<file path="src/rtl/addsub_sched.sv">
// addsub_sched: round-robin scheduler sharing one 16-bit add/sub datapath among NREQ requesters.
// Define ADDSUB_SCHED_STATS_EN to enable the stat_ops_o / stat_tmo_o counters (tied to zero otherwise).
module addsub_sched #(
    parameter int NREQ    = 4,
    parameter int IDW     = $clog2(NREQ),
    parameter int TIMEOUT = 16
) (
    input  logic                 wb_clk_i,
    input  logic                 wb_rst_n_i,
    input  logic [NREQ-1:0]      req_valid_i,
    input  logic [NREQ-1:0]      req_sub_i,
    input  logic [NREQ*32-1:0]   req_data_i,
    output logic [NREQ-1:0]      req_ready_o,
    output logic                 rsp_valid_o,
    input  logic                 rsp_ready_i,
    output logic [IDW-1:0]       rsp_id_o,
    output logic [31:0]          rsp_data_o,
    output logic                 rsp_err_o,
    output logic                 dp_valid_o,
    output logic                 dp_nadd_sub_o,
    output logic [31:0]          dp_wdata_o,
    input  logic                 dp_ready_i,
    input  logic [31:0]          dp_rdata_i,
    output logic                 dp_reset_o,
    output logic                 busy_o,
    output logic [15:0]          stat_ops_o,
    output logic [15:0]          stat_tmo_o
);

    localparam int SW = IDW + 1;
    localparam int CW = $clog2(TIMEOUT);
    localparam int unsigned NR = NREQ;

    typedef enum logic [1:0] {IDLE, SETUP, EXEC, RESP} state_t;

    state_t          state;
    logic [IDW-1:0]  rr_ptr;
    logic [IDW-1:0]  grant_id;
    logic            any_req;
    logic [CW-1:0]   wd_cnt;
    logic            exec_ok;
    logic            exec_tmo;

    // Scan upward from rr_ptr with wrap; the sum needs one extra bit before folding back.
    always_comb begin
        logic [SW-1:0]  sum;
        logic [IDW-1:0] cand;
        any_req  = 1'b0;
        grant_id = '0;
        sum      = '0;
        cand     = '0;
        for (int unsigned i = 0; i < NR; i++) begin
            sum = {1'b0, rr_ptr} + SW'(i);
            if (sum >= SW'(NREQ)) begin
                sum = sum - SW'(NREQ);
            end
            cand = sum[IDW-1:0];
            if (!any_req && req_valid_i[cand]) begin
                any_req  = 1'b1;
                grant_id = cand;
            end
        end
    end

    always_comb begin
        req_ready_o = '0;
        if (state == IDLE && any_req) begin
            req_ready_o[grant_id] = 1'b1;
        end
    end

    assign exec_ok  = (state == EXEC) && dp_ready_i;
    assign exec_tmo = (state == EXEC) && !dp_ready_i && (wd_cnt == CW'(TIMEOUT - 1));

    always_ff @(posedge wb_clk_i) begin
        if (!wb_rst_n_i) begin
            state         <= IDLE;
            rr_ptr        <= '0;
            dp_nadd_sub_o <= 1'b0;
            dp_wdata_o    <= '0;
            rsp_id_o      <= '0;
            rsp_data_o    <= '0;
            rsp_err_o     <= 1'b0;
            rsp_valid_o   <= 1'b0;
            dp_valid_o    <= 1'b0;
            busy_o        <= 1'b0;
            dp_reset_o    <= 1'b1;
            wd_cnt        <= '0;
        end else begin
            dp_reset_o <= 1'b0;
            case (state)
                IDLE: begin
                    if (any_req) begin
                        dp_wdata_o    <= req_data_i[{grant_id, 5'd0} +: 32];
                        dp_nadd_sub_o <= req_sub_i[grant_id];
                        rsp_id_o      <= grant_id;
                        busy_o        <= 1'b1;
                        state         <= SETUP;
                    end
                end
                SETUP: begin
                    dp_valid_o <= 1'b1;
                    wd_cnt     <= '0;
                    state      <= EXEC;
                end
                EXEC: begin
                    if (exec_ok) begin
                        rsp_data_o  <= dp_rdata_i;
                        rsp_err_o   <= 1'b0;
                        dp_valid_o  <= 1'b0;
                        rsp_valid_o <= 1'b1;
                        state       <= RESP;
                    end else if (exec_tmo) begin
                        rsp_data_o  <= '0;
                        rsp_err_o   <= 1'b1;
                        dp_reset_o  <= 1'b1;
                        dp_valid_o  <= 1'b0;
                        rsp_valid_o <= 1'b1;
                        state       <= RESP;
                    end else begin
                        wd_cnt <= wd_cnt + 1'b1;
                    end
                end
                RESP: begin
                    if (rsp_ready_i) begin
                        rsp_valid_o <= 1'b0;
                        busy_o      <= 1'b0;
                        rr_ptr      <= (rsp_id_o == IDW'(NREQ - 1)) ? '0 : rsp_id_o + 1'b1;
                        state       <= IDLE;
                    end
                end
                default: state <= IDLE;
            endcase
        end
    end

`ifdef ADDSUB_SCHED_STATS_EN
    logic [15:0] ops_cnt;
    logic [15:0] tmo_cnt;

    always_ff @(posedge wb_clk_i) begin
        if (!wb_rst_n_i) begin
            ops_cnt <= '0;
            tmo_cnt <= '0;
        end else begin
            if (exec_ok) begin
                ops_cnt <= ops_cnt + 1'b1;
            end
            if (exec_tmo) begin
                tmo_cnt <= tmo_cnt + 1'b1;
            end
        end
    end

    assign stat_ops_o = ops_cnt;
    assign stat_tmo_o = tmo_cnt;
`else
    assign stat_ops_o = '0;
    assign stat_tmo_o = '0;
`endif

endmodule

</file>
<file path="config.mk">
export PLATFORM = sky130hd
export DESIGN_NAME = addsub_sched
export DESIGN_NICKNAME = d
export VERILOG_FILES = /design/src/rtl/addsub_sched.sv
export SDC_FILE = /design/constraint.sdc
export NUM_CORES = 1
export LEC_CHECK = 0
export CAP_MARGIN = 20
export CORE_ASPECT_RATIO = 1.4
export CORE_UTILIZATION = 38
export DETAILED_ROUTE_END_ITERATION = 6
export GPL_TIMING_DRIVEN = 0
export PLACE_DENSITY_LB_ADDON = 0.12
export RECOVER_POWER = 25
export SLEW_MARGIN = 30
export SYNTH_ARGS = -nofsm -noshare
export SYNTH_HDL_FRONTEND = slang
export SYNTH_SLANG_ARGS = --single-unit
</file>
<file path="constraint.sdc">
create_clock -name wb_clk_i -period 3.3 [get_ports wb_clk_i]
set_clock_uncertainty 0.2 [all_clocks]
set_input_delay 0.99 -clock wb_clk_i [delete_from_list [all_inputs] [get_ports wb_clk_i]]
set_output_delay 0.99 -clock wb_clk_i [all_outputs]
set_load 0.005 [all_outputs]
</file>
==> run_results.csv <==
group,metric,value,unit
logic_synthesis,yosysUniqueCellTypes,41,
critical_path,cp_slowest_stage_delay,520,ps
logic_synthesis,ys_seq_elements,80,
die,design.core.area,0.0123,sq mm
worst_hold_path,holdCritPathClass,"register to register",
clock_tree,cts-root-buf,"clkbuf_16",
clock_tree,clkTransAtPathRegs,60,ps
cells_and_area,num_antenna_cells,0,
critical_path,end_kind,"output pin",
critical_path,path_buf_inv,4,
die,die_h,134,microns
logic_synthesis,syn_inst,622,
sta,slew_viol_final,0,
drt,vias,5585,
sta,hold_slack,289,ps
run_status,violations,"setup timing",
drt,drtIter0Drc,242,
logic_synthesis,async_flop_share,0,%
die,ios,280,
power_and_ir_drop,ir_drop,0.000376,V
cells_and_area,area_delta_synth_final,69.4,%
cells_and_area,layout.nets,1107,
clock_tree,cts_sinks,80,
logic_synthesis,ys.flop_type,"dfxtp_1",
placement,hpwl,13.4,mm
sta,fin_ws,-154,ps
logic_synthesis,netlist_area,0.00476,sq mm
critical_path,setup.worst_path.start,"req_valid_i[2]",
logic_synthesis,yosys_warnings,0,
critical_path,critPathMaxFanout,6,
power_and_ir_drop,pwr_density_cell,591,mW/mm^2
run_status,status,"finished with violations",
cells_and_area,mostFrequentLayoutCells,"clkdlybuf4s50_1 (207), dfxtp_1 (80), nand2_1 (76)",
grt,grt_max_degree,19,
cells_and_area,final_common_cell,"clkdlybuf4s50_1",
grt,grt_pass1_vias,5655,
clock_tree,clock_latency,340,ps
logic_synthesis,synth_edf_count,0,
drt,via_per_inst,5.15,
critical_path,cpMostUsedCell,"buf_6",
sta,fin_tns_setup,-348,ps
critical_path,path_cells,"buf_12 > or4_4 > and2_4 > o21ai_4 > buf_6 > buf_6 > nor2_2 > buf_2",
sta,fmaxAchievable,289,MHz
clock_tree,tritoncts,"built",
critical_path,path_depth,8,
critical_path,r2r-start,"state[0]$_SDFFE_PN0P_",
sta,hold_viol,0,
clock_tree,htree_levels,3,
drt,drc,0,
die,die_x,96.6,microns
grt,grt_pass1_wl,28.1,mm
critical_path,setup.worst_path.start_class,"input pin",
worst_hold_path,worstHoldStart,"busy_o$_SDFFE_PN0P_",
cells_and_area,drive_above_1_share,14.1,%
grt,antenna_found_initial,0,
critical_path,required,2110,ps
logic_synthesis,yosysSeqAreaShare,33.6,%
sta,finalSetupViolations,4,
clock_tree,cts_buffers,9,
grt,grt_use_total,26.9,%
critical_path,worstReg2RegEnd,"dp_wdata_o[18]$_SDFFE_PN0P_",
sta,worst_pin_slew,728,ps
placement,post_dp_cell_area,0.00753,sq mm
drt,first_pass_iters,5,
drt,ant_nets,0,
critical_path,crit_type,"input pin to output pin",
sta,fin_crit,3450,ps
cells_and_area,finalInstanceArea,0.00807,sq mm
die,row_count,48,
power_and_ir_drop,p_leak,0.00341,uW
run,cap_viol_max_count,0,
clock_tree,max-clock-path-buffers,2,
placement,io_buffers,246,
die,die_area,0.0130,sq mm
critical_path,crit_path_end,"req_ready_o[1]",
placement,gp_congestion,0.863,
sta,min_period_over_period,105,%
grt,grt_overflow,0,
sta,rsz0062_at_grt,"yes",
drt,wire_per_inst,16.5,microns
critical_path,critPathTopFamily,"simple AND/OR/NAND/NOR gates",
logic_synthesis,synth.avg_cell_area,7.66,sq um
drt,drt_wl_total,17.9,mm
critical_path,arrival,2260,ps
critical_path,cpMaxStageDelayCell,"or4_4",
critical_path,rrSetupSlack,550,ps
die,initial_utilization,38.9,%
critical_path,ff2ff_path_depth,8,
sta,maxSlewHeadroom,50.9,%
cells in the mapped netlist, types with 3 or more instances:
master,count,area (sq um)
o31ai_1,34,255
a211oi_2,23,288
nor2_1,41,154
nand2_1,78,293
ha_1,5,62.6
buf_4,35,263
nor4_1,3,18.8
dfxtp_1,80,1600
nor2b_1,40,250
and2_1,4,25.0
o21a_1,3,22.5
nor3_1,35,175
buf_6,4,45.0
buf_2,12,60.1
a211oi_1,10,75.1
a22oi_1,33,248
clkbuf_1,37,139
a21oi_1,42,210
inv_1,38,143
a21boi_0,5,37.5
o21ai_0,4,20.0
a31oi_1,33,206
tightest hold or removal path, delay by kind of cell, from the launching register on:
family             cells  cell delay (ps)
DFF                    1              320
AOI/OAI and AO/OA      1               60
and+or+nand+nor        1               50
where the power goes:
| group | internal, uW | switching, uW |
|---|---|---|
| Clock | 664 | 432 |
| Combinational | 1190 | 1130 |
| Sequential | 1210 | 137 |
| Total | 3070 | 1700 |
metrics by stage:
step / total power [uW] / std cells / util (%) / setup slack (ps)
2_1_floorplan: 2550 / 653 / - / 11.1
3_3_place_gp: 3490 / 1049 / 61.5 / -1350
3_5_place_dp: 3550 / 1049 / 61.5 / -1370
4_1_cts: 4780 / 1074 / 65.0 / -143
5_1_grt: 5050 / 1085 / 65.9 / -177
6_report: 4770 / 1085 / 65.9 / -154
state kept, by name, summed over array words and instances (netlist names):
name	count
rsp_err_o	1
rsp_data_o	32
rsp_valid_o	1
wd_cnt	4
rsp_id_o	2
rr_ptr	2
dp_reset_o	1
state	2
busy_o	1
dp_wdata_o	32
dp_nadd_sub_o	1
dp_valid_o	1
how the worst min path moves through the flow:
stage	endpoint	slack, ps	depth (start not counted)
floorplan	busy_o$_SDFFE_PN0P_	270	2
global placement	busy_o$_SDFFE_PN0P_	280	2
detailed placement	busy_o$_SDFFE_PN0P_	280	2
CTS	busy_o$_SDFFE_PN0P_	290	2
global route	busy_o$_SDFFE_PN0P_	320	2
finish	busy_o$_SDFFE_PN0P_	290	2
layout make-up:
type                    count  area, sq um
inverters                  38          143
plain buffers              84          488
repair buffers            272         2660
fillers                  1075         4180
flip-flops and latches     80         1600
clock buffers               9          225
well taps                 150          188
multi-input cells         445         2670
clock inverters             7         95.1
cells by family after synthesis:
kind of cell    share of synthesized area (%)
flops                                    33.6
compound gates                           29.6
other cells                            0.0787
fa+ha+maj                                1.31
buf+inv                                  13.8
simple gates                             21.2
mux                                     0.420
routing by layer:
metal  vias up  global-route usage, %  share of wire [%]
li1       2730                      -                  -
met1      2579                   29.2                 38
met2       244                   49.1                 52
met3        32                   7.92                7.9
met4         0                   10.0                2.7
met5         -                      0                  0
what timing repair did:
action / in CTS / in global routing
buffers inserted: 14 / 12
gates resized for setup: 54 / 9
hold buffers: 0 / 0
pin swaps: 2 / 4
endpoints found under the setup margin: 4 / 4
No activity file was read; power rests on OpenSTA's default activity.
